===== config.mk =====
export PLATFORM = sky130hd
export DESIGN_NAME = alu
export DESIGN_NICKNAME = d
export VERILOG_FILES = /design/src/rtl/alu.sv
export SDC_FILE = /design/constraint.sdc
export NUM_CORES = 1
export LEC_CHECK = 0
export CAP_MARGIN = 20
export CORE_ASPECT_RATIO = 0.9
export CORE_UTILIZATION = 30
export DETAILED_ROUTE_END_ITERATION = 7
export PLACE_DENSITY_LB_ADDON = 0.3
export REMOVE_ABC_BUFFERS = 1
export SLEW_MARGIN = 25
export SYNTH_ARGS = -nofsm -noshare
export SYNTH_HDL_FRONTEND = slang
export SYNTH_SLANG_ARGS = --single-unit

===== constraint.sdc =====
create_clock -name i_clk -period 1.7 [get_ports i_clk]
set_input_delay 0.34 -clock i_clk [delete_from_list [all_inputs] [get_ports i_clk]]
set_output_delay 0.34 -clock i_clk [all_outputs]
set_load 0.005 [all_outputs]

===== src/rtl/alu.sv =====
// Registered WIDTH-bit ALU for the execute stage: AND/OR/ADD/SUB/SLT plus the
// complemented-B logic ops. One-cycle latency; a single register bank holds result and flags.
module alu #(
    parameter int WIDTH = 32
) (
    input  logic             i_clk,
    input  logic             i_rst_n,
    input  logic [WIDTH-1:0] i_A,
    input  logic [WIDTH-1:0] i_B,
    input  logic [2:0]       Cmd,
    output logic [WIDTH-1:0] o_Res,
    output logic             o_Zero,
    output logic             o_Neg,
    output logic             o_Carry,
    output logic             o_Ovf
);

    localparam int MSB = WIDTH - 1;

    typedef enum logic [2:0] {
        CMD_AND  = 3'b000,
        CMD_OR   = 3'b001,
        CMD_ADD  = 3'b010,
        CMD_RSV  = 3'b011,
        CMD_ANDN = 3'b100,
        CMD_ORN  = 3'b101,
        CMD_SUB  = 3'b110,
        CMD_SLT  = 3'b111
    } cmd_e;

    logic [WIDTH-1:0] b_n;
    logic [WIDTH:0]   sum_ext;
    logic [WIDTH:0]   diff_ext;
    logic             add_ovf;
    logic             sub_ovf;
    logic             slt;

    logic [WIDTH-1:0] res_nxt;
    logic             carry_nxt;
    logic             ovf_nxt;

    assign b_n      = ~i_B;
    assign sum_ext  = {1'b0, i_A} + {1'b0, i_B};
    // Subtract as A + ~B + 1 so the carry-out reads as "no borrow".
    assign diff_ext = {1'b0, i_A} + {1'b0, b_n} + {{WIDTH{1'b0}}, 1'b1};

    assign add_ovf = (i_A[MSB] == i_B[MSB]) && (sum_ext[MSB] != i_A[MSB]);
    assign sub_ovf = (i_A[MSB] != i_B[MSB]) && (diff_ext[MSB] != i_A[MSB]);
    // Difference sign corrected by overflow gives a signed compare valid at the extremes.
    assign slt     = diff_ext[MSB] ^ sub_ovf;

    always_comb begin
        res_nxt   = '0;
        carry_nxt = 1'b0;
        ovf_nxt   = 1'b0;
        case (cmd_e'(Cmd))
            CMD_AND:  res_nxt = i_A & i_B;
            CMD_OR:   res_nxt = i_A | i_B;
            CMD_ADD: begin
                res_nxt   = sum_ext[MSB:0];
                carry_nxt = sum_ext[WIDTH];
                ovf_nxt   = add_ovf;
            end
            CMD_RSV:  res_nxt = '0;
            CMD_ANDN: res_nxt = i_A & b_n;
            CMD_ORN:  res_nxt = i_A | b_n;
            CMD_SUB: begin
                res_nxt   = diff_ext[MSB:0];
                carry_nxt = diff_ext[WIDTH];
                ovf_nxt   = sub_ovf;
            end
            CMD_SLT:  res_nxt = {{(WIDTH-1){1'b0}}, slt};
            default:  res_nxt = '0;
        endcase
    end

    always_ff @(posedge i_clk or negedge i_rst_n) begin
        if (!i_rst_n) begin
            o_Res   <= '0;
            o_Zero  <= 1'b0;
            o_Neg   <= 1'b0;
            o_Carry <= 1'b0;
            o_Ovf   <= 1'b0;
        end else begin
            o_Res   <= res_nxt;
            o_Zero  <= (res_nxt == '0);
            o_Neg   <= res_nxt[MSB];
            o_Carry <= carry_nxt;
            o_Ovf   <= ovf_nxt;
        end
    end

endmodule


==> out/metrics.yaml, run 1 <==
rows: 49
nets: 1481
initial_core_util_pct: 31.1
utilization_pct: 62.0
pwr-share-comb_pct: 69.2
critPathKind: "input port to flip-flop"
final_cell_mix: "366 x buf_4, 75 x buf_6, 56 x nand2_1"
root_buffer: "clkbuf_16"
fp.dieArea_um2: 21600
worst_slack_ns: -2.42
yosysWarnings: 0
via_per_inst: 5.44
vias: 8849
p_seq_share_pct: 14.6
yosysUniqueCellTypes: 88
peakVddDrop_mv: 0.402
cts_hold_buf: 0
grt_pass1_wl_um: 46900
synth_top_area_share_pct: 13.9
clkTransAtPathRegs_ns: 0.06
pin_count: 105
slowest_stage: "or4_4"
synth_edf_count: 0
pwr-share-clk_pct: 16.2
path_buf_inv: 2
yosysSeqAreaShare_pct: 13.9
endpoint_kind: "flip-flop"
grt_antenna_before_repair: 1
critPathTopFamily: "simple AND/OR/NAND/NOR gates"
diodes: 0
fin_total_pwr_mw: 6.65
core_um2: 20300
avgRoutedWirePerCell_um: 19.0
drive_above_1_share_pct: 54.1
crit_required_ns: 1.92
hold_viol: 0
first_pass_iters: 5
synth_top_area_cell: "dfrtp_1"
overflow: 0
p_int_mw: 4.03
hpwl_um: 23200
powerDensity_nw_per_um2: 529
synth_cells: 850
fillCellCount: 1734
p_leak_nw: 5.58
grt_max_degree: 36
hold_path.class: "input port to asynchronous set/reset pin"
relSlewSlack_pct: 62.3
grt_pass1_vias: 8774
worst-path-max-fanout: 3
fmax_ghz: 0.243
rsz0062_at_grt: "yes"
max_stage_delay_ns: 0.43
switching_share_pct: 39.4
synth_seq_cells: 35
wirelength_um: 30900
pre_cts_ws_ns: -3.54
synth_area_leaders: "dfrtp_1 14%, ha_1 13%, a21oi_1 5.8%"
async_flop_share_pct: 100
finalSetupViolCount: 32
place.gp.congestion: 0.948
cts_htree_levels: 2
cts_tree: "built"
drv_cap: 0
worstPathArrival_ns: 4.34
drc_errors: 0
status: "finished with violations"
synth_ff_type: "dfrtp_1"
gr-usage-all-layers_pct: 27.7
syn_area_per_cell_um2: 7.43
final_common_cell: "buf_4"
min_period_ns: 4.12
worstPathCellList: "dlygate4sd2_1 -> ha_4 -> nand2_1 -> nor2_4 -> buf_4 -> a41o_1 -> nor2_2 -> o21ai_2 -> nand3_2 -> a21boi_2 -> o21ai_1 -> nand2b_1 -> fa_2 -> o22ai_2 -> a2bb2oi_2 -> or3_1 -> or4_4 -> nor3_2 -> nor4bb_2 -> nand4_1 -> nor4_2 -> nor3b_2"
cts_buffers: 5
tightest_slew_ns: 0.560
die_x_um: 155
die_h_um: 140
finalCritPeriodShare_pct: 242
place.port_buffers: 104
syn2layout_area_growth_pct: 99.1
cts_buffer_depth: 2
fin_hold_ws_ns: 0.104
critPathLaunchType: "input port"
drt_iter0_drc: 757
netlist_area_um2: 6320
drv_slew: 0
failed_checks: "setup timing"
clock-sinks: 35
drtAntennaViolNets: 0
p_sw_mw: 2.62
-- Yosys cell counts (all sizes together), types with 4 or more instances --
library cell,instances
or4,4
or3,7
maj3,15
a21oi,79
nand3b,5
xnor2,20
a2111oi,6
o21ai,47
o31ai,22
o311ai,4
ha,64
a311oi,5
o21a,8
nor2,65
nor3,20
nand4,5
buf,31
and3,6
a21boi,5
o211ai,22
nand2b,16
a221oi,4
a211oi,12
a31o,5
nand3,16
o21bai,5
nand2,65
nor2b,12
nor4,11
inv,67
a22oi,4
and2,6
a31oi,17
a21o,15
clkbuf,20
o22ai,10
o41ai,4
xor2,34
dfrtp,35
-- registers in the layout, summed over array words and instances (netlist names) --
register,cells
o_Carry,1
o_Ovf,1
o_Neg,1
o_Zero,1
o_Res,31
-- cell type report --
class / count / area [um2] / share of cell area (%)
clock inverter: 3 / 43.8 / 0.348
inverter: 68 / 283 / 2.25
multi-input combinational: 696 / 6340 / 50.4
clock buffer: 5 / 125 / 0.995
timing repair buffer: 539 / 4560 / 36.2
tap: 280 / 350 / 2.79
sequential: 35 / 876 / 6.96
-- per-layer routing --
metal  track usage, %  wire length [um]  vias up
met4             8.75              1140        2
met2             46.4             14200      403
met5                0                13        -
li1                 -                 -     4115
met1             35.6             12900     4220
met3             5.33              2630      109
-- power by group through the flow --
| stage | Combinational [mW] | Sequential, mW | Clock (mW) |
|---|---|---|---|
| finish | 4.60 | 0.969 | 1.08 |
| global route | 4.88 | 0.978 | 1.13 |
| CTS | 4.14 | 0.969 | 1.10 |
| detailed placement | 3.40 | 0.984 | 0 |
| global placement | 3.38 | 0.984 | 0 |
| floorplan | 1.42 | 0.999 | 0 |
-- repair_timing --
| item | CTS | global route |
|---|---|---|
| buffers inserted | 84 | 32 |
| resized for setup | 443 | 137 |
| endpoints found under the setup margin | 35 | 32 |
| pin swaps | 116 | 89 |
-- cells by family after synthesis --
kind of cell | Yosys count | synth area share, %
adders and majority gates | 82 | 16.0
xor gates and xnor gates | 54 | 7.49
AOI/OAI and AO/OA | 308 | 34.0
buffers and inverters | 119 | 8.24
muxes | 3 | 0.475
DFF | 35 | 13.9
and+or+nand+nor | 249 | 20.0
-- stage by stage --
stage                     std cells  setup TNS [ns]  instance area, um2
after floorplan                 799          -23.36                6050
after global placement         1529          -58.86               10100
after detailed placement       1529          -60.08               10100
after CTS                      1602          -29.34               11900
after global routing           1626          -34.68               12600
final                          1626          -32.07               12600
-- final timing paths --
kind	from	endpoint	slack [ns]	cells after the start
worst max-delay path	i_A[20]	o_Zero$_DFF_PN0_	-2.42	22
worst min-delay path	i_rst_n	o_Res[7]$_DFF_PN0_	0.10	2
max in group asynchronous	i_rst_n	o_Res[5]$_DFF_PN0_	1.26	2
min in group i_clk	Cmd[0]	o_Res[5]$_DFF_PN0_	0.60	4
Power figures use the tool's default switching activity.
==> inputs of run 2 (changes only) <==
GPL_TIMING_DRIVEN = 0   (was unset)
==> out/metrics.yaml, run 2 (synthesis results as in run 1) <==
grt_antenna_before_repair: 0
p_leak_nw: 4.05
fin_hold_ws_ns: 0.412
fin_total_pwr_mw: 5.64
finalSetupViolCount: 33
utilization_pct: 50.6
rsz0062_at_grt: "yes"
initial_core_util_pct: 31.1
tightest_slew_ns: 0.678
cts_buffers: 5
hold_path.class: "input port to flip-flop"
worstPathArrival_ns: 4.77
pwr-share-clk_pct: 15.8
via_per_inst: 5.97
p_int_mw: 3.23
relSlewSlack_pct: 54.6
top_register: "o_Res"
pin_count: 105
diodes: 0
avgRoutedWirePerCell_um: 21.3
clock-sinks: 35
grt_pass1_vias: 7347
fmax_ghz: 0.219
final_common_cell: "buf_4"
critPathKind: "input port to flip-flop"
die_h_um: 140
grt_max_degree: 56
drv_cap: 0
gr-usage-all-layers_pct: 24.2
die_x_um: 155
drv_slew: 0
cts_buffer_depth: 2
largest_register_ffs: 31
first_pass_iters: 7
drt_iter0_drc: 794
core_um2: 20300
p_seq_share_pct: 17.3
worst_slack_ns: -2.87
root_buffer: "clkbuf_16"
hold_viol: 0
placed_area_um2: 7500
min_to: "o_Res[0]$_DFF_PN0_"
drive_above_1_share_pct: 40.2
syn2layout_area_growth_pct: 62.7
powerDensity_nw_per_um2: 548
hp-start: "i_A[0]"
cts_tree: "built"
endpoint_kind: "flip-flop"
critPathLaunchType: "input port"
final_cell_mix: "111 x buf_4, 59 x nand2_1, 51 x a21oi_1, 51 x clkdlybuf4s50_1, 46 x nor2_1"
hpwl_um: 18300
nets: 1181
fillCellCount: 1832
min_period_ns: 4.57
multiInputGateArea_um2: 6380
status: "finished with violations"
peakVddDrop_mv: 0.357
seq_area_um2: 876
min_path_cells: 3
clkTransAtPathRegs_ns: 0.05
overflow: 0
place.port_buffers: 104
fp.dieArea_um2: 21600
place.gp.congestion: 0.928
cts_htree_levels: 2
pwr-share-comb_pct: 66.9
rows: 49
crit_required_ns: 1.90
failed_checks: "setup timing"
grt_pass1_wl_um: 40900
vias: 7917
p_sw_mw: 2.40
drtAntennaViolNets: 0
stdcell_area_um2: 10300
switching_share_pct: 42.6
finalCritPeriodShare_pct: 269
wirelength_um: 28200
drc_errors: 0
worst-path-max-fanout: 4
## run 2: what timing repair did
item	4_1_cts	5_1_grt
gates cloned	1	1
pin swaps	109	70
resized for setup	477	116
hold endpoints to repair	11	0
setup buffers	91	39
hold buffers	1	0
endpoints found under the setup margin	35	33
## run 2: cell type report
cell class | count | area share [%]
timing repair inverter | 1 | 0.0487
tap | 280 | 3.41
timing repair buffer | 238 | 21.6
inverter | 68 | 2.99
multi-input combinational | 696 | 62.1
clock buffer | 7 | 1.29
sequential | 35 | 8.52
clock inverter | 1 | 0.0487
## run 2: routing by layer
layer | routed length (um) | global-route usage, %
met5 | 0 | 0
met1 | 11500 | 32.1
met3 | 2780 | 4.55
met2 | 12600 | 38.5
met4 | 1360 | 9.22
## run 2: worst max-delay path: stages
cell and delay, ns:
buf_4 0.11, inv_4 0.04, ha_4 0.30, and2_4 0.17
nand4_1 0.17, nor2_2 0.23, a41o_1 0.26, nor2_4 0.06
o21ai_2 0.15, nand3_2 0.12, a21boi_2 0.17, o21ai_1 0.09
nand2b_1 0.11, fa_2 0.20, o22ai_2 0.07, a2bb2oi_2 0.15
or3_1 0.35, or4_4 0.44, nor3_4 0.18, nor4bb_4 0.24
nand4_1 0.21, nor4_2 0.39, nor3b_2 0.22
## run 2: power by group through the flow
| stage | Clock, mW | Combinational [mW] | Sequential [mW] |
|---|---|---|---|
| 3_5_place_dp | 0 | 2.43 | 0.990 |
| 4_1_cts | 0.915 | 3.25 | 0.975 |
| 5_1_grt | 0.940 | 3.98 | 0.982 |
| 6_report | 0.889 | 3.77 | 0.974 |
| 2_1_floorplan | 0 | 1.42 | 0.999 |
| 3_3_place_gp | 0 | 2.42 | 0.989 |
## run 2: worst max path at each step
stage / to / cells past startpoint / startpoint
after floorplan: o_Zero$_DFF_PN0_ / 22 / i_B[12]
after global placement: o_Zero$_DFF_PN0_ / 10 / Cmd[2]
after detailed placement: o_Zero$_DFF_PN0_ / 23 / i_B[12]
after CTS: o_Zero$_DFF_PN0_ / 23 / i_B[10]
after global routing: o_Zero$_DFF_PN0_ / 23 / i_B[9]
final: o_Zero$_DFF_PN0_ / 23 / i_B[9]
## run 2: stage by stage
| stage | setup slack [ns] | instances | setup TNS (ns) |
|---|---|---|---|
| floorplan | -2.62 | 799 | -23.36 |
| global placement | -5.92 | 1183 | -153.14 |
| detailed placement | -4.47 | 1186 | -70.32 |
| CTS | -2.70 | 1287 | -24.02 |
| global route | -3.02 | 1326 | -30.94 |
| finish | -2.87 | 1326 | -29.12 |
